File: config.mk
export PLATFORM = sky130hd
export DESIGN_NAME = ntt_bf_addr_gen
export DESIGN_NICKNAME = d
export VERILOG_FILES = /design/src/rtl/ntt_bf_addr_gen_pkg.sv /design/src/rtl/ntt_bf_addr_gen_tw_exp_calc.sv /design/src/rtl/ntt_bf_addr_gen.sv
export SDC_FILE = /design/constraint.sdc
export NUM_CORES = 1
export LEC_CHECK = 0
export ABC_CLOCK_PERIOD_IN_PS = 3500
export BUFFER_PORTS_ARGS = -buffer_cell sky130_fd_sc_hd__buf_4
export CAP_MARGIN = 20
export CORE_ASPECT_RATIO = 0.6
export CORE_MARGIN = 10
export CORE_UTILIZATION = 40
export CTS_CLUSTER_DIAMETER = 80
export DETAILED_ROUTE_END_ITERATION = 12
export PLACE_DENSITY = 0.73
export SLEW_MARGIN = 0
export SYNTH_ARGS = -nofsm -noshare
export SYNTH_HDL_FRONTEND = slang
export SYNTH_HIERARCHICAL = 1
export SYNTH_SLANG_ARGS = --single-unit
File: constraint.sdc
create_clock -name clk -period 3.5 [get_ports clk]
set_input_delay 0.7 -clock clk [delete_from_list [all_inputs] [get_ports clk]]
set_output_delay 0.7 -clock clk [all_outputs]
set_load 0.01 [all_outputs]
File: src/rtl/ntt_bf_addr_gen_pkg.sv
// ntt_bf_addr_gen_pkg: shared NTT constants, FSM state type and butterfly index helper.
package ntt_bf_addr_gen_pkg;

    localparam int MAX_LOG_N = 12;

    typedef enum logic [1:0] {IDLE, RUN, GAP, DONE} state_t;

    function automatic int n_of(input int log_n);
        return 1 << log_n;
    endfunction

    function automatic int half_n_of(input int log_n);
        return 1 << (log_n - 1);
    endfunction

    // Insert a zero at bit position l of m: lower address of butterfly m at half-span 2^l.
    function automatic logic [MAX_LOG_N-1:0] bf_index(input logic [MAX_LOG_N-1:0] m, input logic [3:0] l);
        logic [MAX_LOG_N-1:0] mask;
        mask = (MAX_LOG_N'(1) << l) - MAX_LOG_N'(1);
        return ((m >> l) << (l + 4'd1)) | (m & mask);
    endfunction

endpackage

File: src/rtl/ntt_bf_addr_gen_tw_exp_calc.sv
// ntt_tw_exp_calc: combinational twiddle exponent from butterfly m, stage s and direction.
module ntt_tw_exp_calc
    import ntt_bf_addr_gen_pkg::*;
#(
    parameter int LOG_N = 3
) (
    input  logic [LOG_N-2:0]         m,
    input  logic [$clog2(LOG_N)-1:0] s,
    input  logic                     inv,
    output logic [LOG_N-2:0]         tw_exp
);

    localparam int SW = $clog2(LOG_N);
    localparam int MW = LOG_N - 1;

    logic [SW-1:0] l;
    logic [SW-1:0] sh;
    logic [MW-1:0] mask;

    assign l      = inv ? s : SW'(LOG_N - 1) - s;
    assign sh     = inv ? SW'(LOG_N - 1) - s : s;
    // At l = LOG_N-1 the shift overflows to zero, so the mask wraps to all ones as intended.
    assign mask   = (MW'(1) << l) - MW'(1);
    assign tw_exp = (m & mask) << sh;

endmodule

File: src/rtl/ntt_bf_addr_gen.sv
// ntt_bf_addr_gen: sequential butterfly index/twiddle-exponent generator for an in-place NTT/INTT.
module ntt_bf_addr_gen
    import ntt_bf_addr_gen_pkg::*;
#(
    parameter int LOG_N     = 3,
    parameter int STAGE_GAP = 0
) (
    input  logic                     clk,
    input  logic                     rst,
    input  logic                     start,
    input  logic                     inv,
    output logic                     busy,
    output logic                     out_valid,
    input  logic                     out_ready,
    output logic [LOG_N-1:0]         index1,
    output logic [LOG_N-1:0]         index2,
    output logic [LOG_N-2:0]         tw_exp,
    output logic [$clog2(LOG_N)-1:0] stage,
    output logic                     last_in_stage,
    output logic                     done
);

    localparam int SW     = $clog2(LOG_N);
    localparam int MW     = LOG_N - 1;
    localparam int HALF_N = half_n_of(LOG_N);
    localparam logic [3:0] GAP_LOAD = 4'(STAGE_GAP == 0 ? 0 : STAGE_GAP - 1);

    state_t        state;
    state_t        state_nx;
    logic [SW-1:0] s;
    logic [MW-1:0] m;
    logic [3:0]    gap_cnt;
    logic          inv_q;
    logic          accept;
    logic          last_m;
    logic          last_s;
    logic [SW-1:0] l;
    logic [LOG_N-1:0] idx1;
    logic [MW-1:0] tw;

    assign out_valid     = state == RUN;
    assign busy          = state == RUN || state == GAP;
    assign done          = state == DONE;
    assign accept        = out_valid && out_ready;
    assign last_m        = m == MW'(HALF_N - 1);
    assign last_s        = s == SW'(LOG_N - 1);
    assign l             = inv_q ? s : SW'(LOG_N - 1) - s;
    assign idx1          = LOG_N'(bf_index(MAX_LOG_N'(m), 4'(l)));
    // Index and exponent buses read zero whenever no pair is being offered.
    assign index1        = out_valid ? idx1 : '0;
    assign index2        = out_valid ? idx1 + (LOG_N'(1) << l) : '0;
    assign tw_exp        = out_valid ? tw : '0;
    assign stage         = s;
    assign last_in_stage = out_valid && last_m;

    ntt_tw_exp_calc #(.LOG_N(LOG_N)) u_tw (
        .m      (m),
        .s      (s),
        .inv    (inv_q),
        .tw_exp (tw)
    );

    always_comb begin
        state_nx = state;
        case (state)
            IDLE:    state_nx = start ? RUN : IDLE;
            RUN:     if (accept && last_m) state_nx = last_s ? DONE : (STAGE_GAP > 0 ? GAP : RUN);
            GAP:     state_nx = gap_cnt == 4'd0 ? RUN : GAP;
            default: state_nx = IDLE;
        endcase
    end

    always_ff @(posedge clk) begin
        if (rst) begin
            state   <= IDLE;
            s       <= '0;
            m       <= '0;
            gap_cnt <= '0;
            inv_q   <= 1'b0;
        end else begin
            state <= state_nx;
            if (state == IDLE && start) begin
                inv_q <= inv;
                s     <= '0;
                m     <= '0;
            end
            if (accept) begin
                m <= m + MW'(1);
                if (last_m) begin
                    s       <= last_s ? '0 : s + SW'(1);
                    gap_cnt <= GAP_LOAD;
                end
            end
            if (state == GAP && gap_cnt != 4'd0) gap_cnt <= gap_cnt - 4'd1;
        end
    end

endmodule

==> qor.yml, run 1 <==
global_routing:
  grt_pass1_wl_um: 4370
  antenna_found_initial: 0
  met2_usage_pct: 15.8
  grt_pass1_vias: 876
  grt.busiest_layer: "met2"
  gr-total-overflow: 0
  grt_util_all_layers_pct: 10.5
  gr-usage-met1_pct: 14.4
  grt_max_degree: 17
  met3_usage_pct: 3.49
cts:
  cts_hold_buf: 0
  cts-root-buf: "clkbuf_8"
  cts_buffers: 3
  clock_latency_ns: 0.24
  cts_tree: "done"
  clkTransAtPathRegs_ns: 0.05
  post_cts_buffers: 0
  cts.sinks: 11
  cts_max_level: 1
  clk_path_buf_depth: 2
sta:
  relSlewSlack_pct: 66.1
  finalCritPeriodShare_pct: 96.3
  tns_ns: 0
  rsz0062_at_grt: "false"
  clock_skew_ns: 0.00178
  setup_viol: 0
  hold_viol: 0
  slew_violations: 0
  max_freq_mhz: 297
  tightest_slew_ns: 0.508
  min_period_ns: 3.37
synthesis:
  synth_cell_types: 37
  yosysWarningCount: 6
  yosysSeqAreaShare_pct: 22.8
  synth-seq-cells: 11
  avgSynthCellArea_um2: 7.85
  synthesis.area_um2: 966
  synthCells: 123
  syn-num-nets: 142
die:
  ioPinCount: 19
  start_util_pct: 43.3
  die_x_um: 83.4
  fp.dieH_um: 58.1
  num_rows: 13
  core_um2: 2230
  dieArea_um2: 4840
routing:
  wl_per_cell_um: 14.8
  drcViolationCount: 0
  drtIter0Drc: 65
  firstDrtPassIters: 5
  via_per_inst: 5.40
  ant_nets: 0
  vias: 939
  wl_um: 2580
min_path:
  min_from: "gap_cnt[3]"
  min_to: "gap_cnt[3]"
  min_path_cells: 2
  hp-class: "flip-flop to flip-flop"
setup_path:
  critical_path_class: "flip-flop to output pin"
  ff2ff_path_depth: 6
  worstReg2RegEnd: "gap_cnt[0]"
  required_ns: 2.80
  path_max_fanout: 14
  start_kind: "flip-flop"
  reg2reg_slack_ns: 1.90
  reg2reg_from: "state[1]"
  end_kind: "output pin"
  crit_arrival_ns: 2.67
finish:
  multiInputGateArea_um2: 732
  utilization_pct: 55.0
  nFillCells: 197
  num_antenna_cells: 0
  nNetsFinal: 164
  syn_to_final_growth_pct: 26.9
  seq_area_um2: 220
  drive_gt1_share_pct: 24.3
run_status:
  status: "finished, final reports clean"
placed_design:
  place_congestion: 0.885
  portBuffers: 18
  hpwlAfterDp_um: 1950
pwr:
  vdd.ir_drop.worst_mv: 0.214
  p_leak_nw: 0.503
  power_mw: 0.336
  power_density_nw_per_um2: 274
run:
  maxCapViolCount: 0
## worst max-delay path: stages (launching register included)
cell and delay, ns:
dfxtp_1 0.33, buf_4 0.22, ha_1 0.18, nand2b_1 0.16, a21oi_1 0.08, a21oi_2 0.17
nor2_1 0.06, ha_1 0.20, fa_2 0.39, or3_1 0.33, o2111ai_2 0.17, buf_4 0.15
## cells in the final DEF, fill, tap and decap left out, types with 2 or more instances in the layout
cell,n
a21oi_1,10
a21oi_2,2
a31oi_1,2
a32oi_1,2
and2_1,7
and3_1,3
buf_4,20
clkbuf_8,3
dfxtp_1,11
ha_1,11
inv_1,11
mux2i_1,2
nand2_1,14
nand2b_1,3
nand3_1,4
nand3b_1,3
nor2_1,7
nor3_1,2
o32ai_1,2
## state kept, by name (all words and copies together), names as in the netlist
name and flops:
gap_cnt 4, stage 2, m 2, state 2, inv_q 1
## Yosys cell counts, drive strengths merged
master   instances  area share, %
a211oi           1           0.78
a21oi           12            6.2
a2bb2oi          1           0.91
a31oi            2            1.3
a32oi            2            1.8
and2             8            5.4
and3             3            1.9
clkbuf           3            1.2
dfxtp           11             23
fa               1            2.1
ha              13             17
inv             11            4.3
mux2             1            1.6
mux2i            2            2.1
nand2           14            5.4
nand2b           4            2.6
nand3            4            2.1
nand3b           3            2.3
nand4            1           0.65
nand4b           1           0.91
nor2             8            3.4
nor3             2            1.0
nor4             1           0.65
nor4b            1           0.91
o2111ai          2            1.8
o211a            1            1.0
o211ai           1           0.78
o21ai            2            1.0
o22ai            1           0.65
o31a             1            1.0
o32ai            2            1.8
or3              1           0.65
or3b             1            1.2
xnor2            1           0.91
## power by group
part / switching, mW / leakage [nW] / internal [mW] / total (mW)
logic: 0.0420 / 0.391 / 0.0314 / 0.0734
clock network: 0.0469 / 0.0228 / 0.0799 / 0.127
registers: 0.00656 / 0.0891 / 0.130 / 0.136
## how the worst max path moves through the flow
stage,to,startpoint,slack [ns],cells past startpoint
floorplan,index2[2],stage[0],0.07,11
global placement,index2[2],stage[0],0.31,10
detailed placement,index2[2],stage[0],0.26,11
CTS,index2[2],stage[0],0.04,10
global route,index2[2],stage[0],0.02,11
finish,index2[2],stage[0],0.13,11
## kinds of logic after synthesis
family          after synthesis  synth area share [%]
compound gates               28                  19.2
fa+ha+maj                    14                  18.9
xor+xnor                      1                 0.907
buf+inv                      14                  5.44
flops                        11                  22.8
mux                           3                  3.63
simple gates                 52                  29.1
## layer usage
layer | vias up | routed length (µm) | share of wire, %
li1 | 480 | - | -
met1 | 412 | 1180 | 46
met2 | 45 | 1120 | 43
met3 | 2 | 265 | 10
met4 | 0 | 11 | 0.43
met5 | - | 0 | 0
## final cells by class
type                            count  share of cell area (%)
Clock buffer                        4                    3.67
Inverter                           11                    3.37
Multi-Input combinational cell     98                    59.7
Sequential cell                    11                    18.0
Tap cell                           30                    3.06
Timing Repair Buffer               20                    12.2
## repair_timing
action                                  CTS  global route
cloned                                    0             0
pin swaps                                 0             1
gates resized for setup                   2             5
endpoints found under the setup margin    1             1
## through the flow
stage               hold WS [ns]  setup WS [ns]  instances  instance area (µm²)
global route               0.568         0.0188        174                 1230
floorplan                  0.462         0.0708        123                  967
detailed placement         0.491          0.263        170                 1140
CTS                        0.498         0.0380        174                 1200
finish                     0.502          0.129        174                 1230
global placement           0.479          0.314        170                 1140
(Power assumes the default switching activity.)
==> inputs of run 2 (changes only) <==
--- a/config.mk
+++ b/config.mk
@@ -13,6 +13,7 @@
 export CORE_UTILIZATION = 40
 export CTS_CLUSTER_DIAMETER = 80
 export DETAILED_ROUTE_END_ITERATION = 12
+export MAX_ROUTING_LAYER = met4
 export PLACE_DENSITY = 0.73
 export SLEW_MARGIN = 0
 export SYNTH_ARGS = -nofsm -noshare
==> qor.yml, run 2 (synthesis results as in run 1) <==
setup_path:
  critical_path.max_stage_delay_ns: 0.39  # about the same
  critical_path_class: "flip-flop to output pin"  # unchanged
  reg2reg_from: "state[1]"  # unchanged
  ff2ff_path_depth: 6  # unchanged
  crit_path_end: "index2[2]"  # unchanged
  required_ns: 2.80  # about the same
  path_max_fanout: 14  # unchanged
  cp-startpoint: "stage[0]"  # unchanged
  reg2reg_slack_ns: 1.88  # was 1.90 ns
  crit_arrival_ns: 2.67  # about the same
  end_kind: "output pin"  # unchanged
  start_kind: "flip-flop"  # unchanged
  slowest_stage: "fa_2"  # unchanged
  crit_chain: "buf_4, ha_1, nand2b_1, a21oi_1, a21oi_2, nor2_1, ha_1, fa_2, or3_1, o2111ai_2, buf_4"  # unchanged
  worstReg2RegEnd: "gap_cnt[0]"  # unchanged
global_routing:
  met3_usage_pct: 3.35  # was 3.49%
  grt_pass1_wl_um: 4360  # was 4370 µm
  grt_max_degree: 17  # unchanged
  grt_pass1_vias: 874  # was 876
  met2_usage_pct: 15.7  # was 15.8%
  grt.busiest_layer: "met2"  # unchanged
  grt_util_all_layers_pct: 10.8  # was 10.5%
  gr-total-overflow: 0  # unchanged
  antenna_found_initial: 0  # unchanged
  gr-usage-met1_pct: 14.6  # was 14.4%
sta:
  finalCritPeriodShare_pct: 96.4  # was 96.3%
  max_freq_mhz: 296  # was 297 MHz
  slew_violations: 0  # unchanged
  relSlewSlack_pct: 64.9  # was 66.1%
  min_period_ns: 3.37  # about the same
  hold_viol: 0  # unchanged
  hold_ws_ns: 0.500  # was 0.502 ns
  rsz0062_at_grt: "false"  # unchanged
  tns_ns: 0  # unchanged
  setup_viol: 0  # unchanged
  clock_skew_ns: 0.00184  # was 0.00178 ns
  tightest_slew_ns: 0.527  # was 0.508 ns
routing:
  wl_per_cell_um: 14.7  # was 14.8 µm
  via_per_inst: 5.41  # was 5.40
  wl_um: 2570  # was 2580 µm
  vias: 941  # was 939
  firstDrtPassIters: 4  # was 5
  ant_nets: 0  # unchanged
  drcViolationCount: 0  # unchanged
  drtIter0Drc: 60  # was 65
die:
  fp.dieH_um: 58.1  # unchanged
  core_um2: 2230  # unchanged
  num_rows: 13  # unchanged
  dieArea_um2: 4840  # unchanged
  start_util_pct: 43.3  # unchanged
  ioPinCount: 19  # unchanged
  die_x_um: 83.4  # unchanged
finish:
  drive_gt1_share_pct: 24.3  # unchanged
  layout_commonest_cell: "buf_4"  # unchanged
  final_cell_mix: "20 x buf_4, 14 x nand2_1, 11 x inv_1, 11 x ha_1, 11 x dfxtp_1"  # unchanged
  nNetsFinal: 164  # unchanged
  utilization_pct: 55.0  # unchanged
  num_antenna_cells: 0  # unchanged
  largest_reg_flops: 4  # unchanged
  top_register: "gap_cnt"  # unchanged
  syn_to_final_growth_pct: 26.9  # unchanged
  nFillCells: 197  # unchanged
cts:
  cts.sinks: 11  # unchanged
  cts_hold_buf: 0  # unchanged
  cts-root-buf: "clkbuf_8"  # unchanged
  cts_max_level: 1  # unchanged
  clock_latency_ns: 0.24  # about the same
  cts_buffers: 3  # unchanged
  cts_tree: "done"  # unchanged
  clkTransAtPathRegs_ns: 0.05  # about the same
  clk_path_buf_depth: 2  # unchanged
pwr:
  vdd.ir_drop.worst_mv: 0.215  # was 0.214 mV
  power_density_nw_per_um2: 274  # about the same
  p_leak_nw: 0.503  # unchanged
run:
  maxCapViolCount: 0  # unchanged
placed_design:
  portBuffers: 18  # unchanged
  place_congestion: 0.900  # was 0.885
  hpwlAfterDp_um: 1950  # unchanged
min_path:
  hp-class: "flip-flop to flip-flop"  # unchanged
  min_path_cells: 2  # unchanged
run_status:
  status: "finished, final reports clean"  # unchanged
-- run 2: cell counts in the layout (fill, tap and decap cells not counted) --
Identical to the previous run, type by type.
-- run 2: per-stage QoR --
| step | cells | power, mW | area [µm²] | setup slack, ns |
|---|---|---|---|---|
| global placement | 170 | 0.208 | 1140 | 0.314 |
| floorplan | 123 | 0.182 | 967 | 0.0708 |
| detailed placement | 170 | 0.210 | 1140 | 0.263 |
| global route | 174 | 0.358 | 1230 | 0.0188 |
| finish | 174 | 0.336 | 1230 | 0.126 |
| CTS | 174 | 0.339 | 1200 | 0.0380 |
-- run 2: where the power goes --
group | total (mW) | switching, mW | leakage [nW] | internal [mW]
Clock | 0.127 | 0.0467 | 0.0228 | 0.0799
Sequential | 0.136 | 0.00647 | 0.0891 | 0.130
Combinational | 0.0738 | 0.0423 | 0.391 | 0.0315
-- run 2: repair_timing --
item	4_1_cts	5_1_grt
resized for setup	2	5
setup buffers	0	0
cloned	0	0
pin swaps	0	1
endpoints found under the setup margin	1	1
-- run 2: worst min-delay path by stage --
stage / startpoint / endpoint / slack, ns
2_1_floorplan: gap_cnt[3] / gap_cnt[3] / 0.46
3_3_place_gp: gap_cnt[3] / gap_cnt[3] / 0.48
3_5_place_dp: gap_cnt[3] / gap_cnt[3] / 0.49
4_1_cts: gap_cnt[3] / gap_cnt[3] / 0.50
5_1_grt: gap_cnt[3] / gap_cnt[3] / 0.57
6_report: gap_cnt[3] / gap_cnt[3] / 0.50
-- run 2: metal layers --
layer  routed length (µm)  part of all wire, %
met5                    0                    0
met4                   11                 0.43
met3                  159                  6.2
met2                 1120                   44
met1                 1270                   50
-- run 2: final cells by class --
class                           instances  area (µm²)  share of cell area (%)
Inverter                               11        41.3                    3.37
Timing Repair Buffer                   20         150                    12.2
Tap cell                               30        37.5                    3.06
Multi-Input combinational cell         98         732                    59.7
Clock buffer                            4        45.0                    3.67
Sequential cell                        11         220                    18.0
-- run 2: worst max-delay path, delay by kind of cell (launching register included) --
kind | cells | cell delay (ns)
AOI/OAI and AO/OA | 3 | 0.41
DFF | 1 | 0.34
adders and majority gates | 3 | 0.77
buffers and inverters | 2 | 0.37
and+or+nand+nor | 3 | 0.55
==> inputs of run 3 (changes only) <==
--- a/config.mk
+++ b/config.mk
@@ -8,14 +8,13 @@
 export ABC_CLOCK_PERIOD_IN_PS = 3500
 export BUFFER_PORTS_ARGS = -buffer_cell sky130_fd_sc_hd__buf_4
 export CAP_MARGIN = 20
-export CORE_ASPECT_RATIO = 0.6
 export CORE_MARGIN = 10
-export CORE_UTILIZATION = 40
+export CORE_UTILIZATION = 45
 export CTS_CLUSTER_DIAMETER = 80
 export DETAILED_ROUTE_END_ITERATION = 12
 export MAX_ROUTING_LAYER = met4
-export PLACE_DENSITY = 0.73
-export SLEW_MARGIN = 0
+export PLACE_DENSITY = 0.8
+export SLEW_MARGIN = 5
 export SYNTH_ARGS = -nofsm -noshare
 export SYNTH_HDL_FRONTEND = slang
 export SYNTH_HIERARCHICAL = 1
==> qor.yml, run 3 (synthesis results as in run 1) <==
setup_path:
  critical_path_class: "flip-flop to output pin"  # unchanged
  crit_path_end: "index2[2]"  # unchanged
  path_max_fanout: 11  # was 14
  reg2reg_from: "state[1]"  # unchanged
  cp-startpoint: "stage[1]"  # was stage[0]
  critical_path.max_stage_delay_ns: 0.41  # was 0.39 ns
  reg2reg_slack_ns: 1.87  # was 1.88 ns
  start_kind: "flip-flop"  # unchanged
  crit_arrival_ns: 2.70  # was 2.67 ns
  crit_chain: "buf_6, ha_2, nand2b_4, a21oi_1, a21oi_2, nor2_1, ha_2, fa_2, or3_1, o2111ai_2, buf_4"  # was buf_4, ha_1, nand2b_1, a21oi_1, a21oi_2, nor2_1, ha_1, fa_2, or3_1, o2111ai_2, buf_4
  end_kind: "output pin"  # unchanged
  ff2ff_path_depth: 6  # unchanged
  required_ns: 2.80  # about the same
  crit_path_frequent_cell: "ha_2"
  worstReg2RegEnd: "gap_cnt[2]"  # was gap_cnt[0]
  slowest_stage: "fa_2"  # unchanged
pwr:
  p_int_mw: 0.207  # was 0.241 mW
  p_sw_mw: 0.0968  # was 0.0954 mW
  p_leak_nw: 0.513  # was 0.503 nW
  combPwrFrac_pct: 25.7  # was 21.9%
  power_switching_share_pct: 31.9  # was 28.4%
  vdd.ir_drop.worst_mv: 0.201  # was 0.215 mV
  power_density_nw_per_um2: 241  # was 274 nW/µm²
  clkPwrFrac_pct: 29.6  # was 37.6%
  seqPwrFrac_pct: 44.7  # was 40.5%
finish:
  drive_gt1_share_pct: 30.4  # was 24.3%
  fin_cells: 175  # was 174
  nNetsFinal: 168  # was 164
  design_area_um2: 1260  # was 1230 µm²
  largest_reg_flops: 4  # unchanged
  num_antenna_cells: 0  # unchanged
  top_register: "gap_cnt"  # unchanged
  syn_to_final_growth_pct: 30.2  # was 26.9%
  final_cell_mix: "22 x buf_4, 14 x nand2_1, 10 x inv_1, 10 x a21oi_1, 10 x dfxtp_1"  # was 20 x buf_4, 14 x nand2_1, 11 x inv_1, 11 x ha_1, 11 x dfxtp_1
  nFillCells: 176  # was 197
  layout_commonest_cell: "buf_4"  # unchanged
sta:
  max_freq_mhz: 294  # was 296 MHz
  min_period_ns: 3.40  # was 3.37 ns
  clock_skew_ns: 0.00510  # was 0.00184 ns
  relSlewSlack_pct: 67.0  # was 64.9%
  finalCritPeriodShare_pct: 97.3  # was 96.4%
  hold_ws_ns: 0.505  # was 0.500 ns
  setup_slack_ns: 0.0961  # was 0.126 ns
  hold_viol: 0  # unchanged
  slew_violations: 0  # unchanged
  tightest_slew_ns: 0.495  # was 0.527 ns
  setup_viol: 0  # unchanged
global_routing:
  grt_max_degree: 17  # unchanged
  grt_util_all_layers_pct: 12.0  # was 10.8%
  antenna_found_initial: 0  # unchanged
  grt_pass1_vias: 916  # was 874
  gr-total-overflow: 0  # unchanged
  grt_pass1_wl_um: 4190  # was 4360 µm
placed_design:
  hpwlAfterDp_um: 1920  # was 1950 µm
  pre_cts_slack_ns: 0.236  # was 0.263 ns
  place_congestion: 0.940  # was 0.900
  post-place-cells: 167  # was 170
  portBuffers: 18  # unchanged
  post_dp_cell_area_um2: 1140  # about the same
die:
  core_um2: 2000  # was 2230 µm²
  start_util_pct: 48.2  # was 43.3%
  fp.dieH_um: 66.3  # was 58.1 µm
  die_x_um: 66.3  # was 83.4 µm
  num_rows: 16  # was 13
  dieArea_um2: 4400  # was 4840 µm²
  ioPinCount: 19  # unchanged
cts:
  clkTransAtPathRegs_ns: 0.07  # was 0.05 ns
  cts_buffers: 3  # unchanged
  cts_max_level: 1  # unchanged
  clock_latency_ns: 0.27  # was 0.24 ns
  cts.sinks: 11  # unchanged
  cts_tree: "done"  # unchanged
  cts-root-buf: "clkbuf_4"  # was clkbuf_8
  clk_path_buf_depth: 2  # unchanged
  cts_hold_buf: 0  # unchanged
min_path:
  hp-class: "flip-flop to flip-flop"  # unchanged
routing:
  vias: 985  # was 941
  ant_nets: 0  # unchanged
  wl_um: 2720  # was 2570 µm
  wl_per_cell_um: 15.5  # was 14.7 µm
  via_per_inst: 5.63  # was 5.41
  drcViolationCount: 0  # unchanged
  drtIter0Drc: 64  # was 60
  firstDrtPassIters: 4  # unchanged
run:
  maxCapViolCount: 0  # unchanged
run_status:
  status: "finished, final reports clean"  # unchanged
run 3: final cells by class:
type                       instances  area [µm²]  share of cell area, %
clock buffer                       4        26.3                   2.09
timing repair buffer              24         188                   14.9
sequential                        11         221                   17.6
inverter                          11        41.3                   3.28
multi-input combinational         98         747                   59.4
tap                               27        33.8                   2.69
run 3: per-layer routing:
layer | wire length, µm | global-route usage (%) | vias to the layer above
met5 | 0 | - | -
li1 | - | - | 488
met2 | 1370 | 19.3 | 33
met3 | 144 | 2.37 | 5
met1 | 1180 | 14.2 | 459
met4 | 31 | 4.71 | 0
run 3: what timing repair did:
| action | in CTS | in global routing |
|---|---|---|
| cloned | 0 | 0 |
| setup endpoints to repair | 1 | 1 |
| resized for setup | 5 | 10 |
| pin swaps | 1 | 2 |
| buffers inserted | 1 | 3 |
run 3: through the flow:
step / util, % / TNS (ns) / power [mW]
2_1_floorplan: - / 0 / 0.182
3_3_place_gp: 56.9 / 0 / 0.206
3_5_place_dp: 56.9 / 0 / 0.210
4_1_cts: 59.6 / 0 / 0.299
5_1_grt: 62.8 / -0.000629 / 0.317
6_report: 62.8 / 0 / 0.303
run 3: worst min path at each step:
| stage | startpoint | endpoint | slack (ns) | cells past startpoint |
|---|---|---|---|---|
| after floorplan | gap_cnt[3] | gap_cnt[3] | 0.46 | 2 |
| after global placement | gap_cnt[3] | gap_cnt[3] | 0.47 | 2 |
| after detailed placement | gap_cnt[3] | gap_cnt[3] | 0.50 | 2 |
| after CTS | gap_cnt[3] | gap_cnt[3] | 0.51 | 2 |
| after global routing | gap_cnt[3] | gap_cnt[3] | 0.55 | 2 |
| final | gap_cnt[3] | gap_cnt[3] | 0.51 | 2 |
run 3: critical path: cells and delay by family (launching register included):
kind	cells	cell delay, ns
fa+ha+maj	3	0.81
buf+inv	2	0.30
compound gates	3	0.44
flops	1	0.35
simple gates	3	0.55
run 3: power groups by stage:
stage,Sequential [mW],Combinational (mW),Clock [mW]
after floorplan,0.136,0.0457,0
after global placement,0.138,0.0690,0
after detailed placement,0.138,0.0718,0
after CTS,0.135,0.0744,0.0892
after global routing,0.136,0.0871,0.0933
final,0.136,0.0780,0.0898
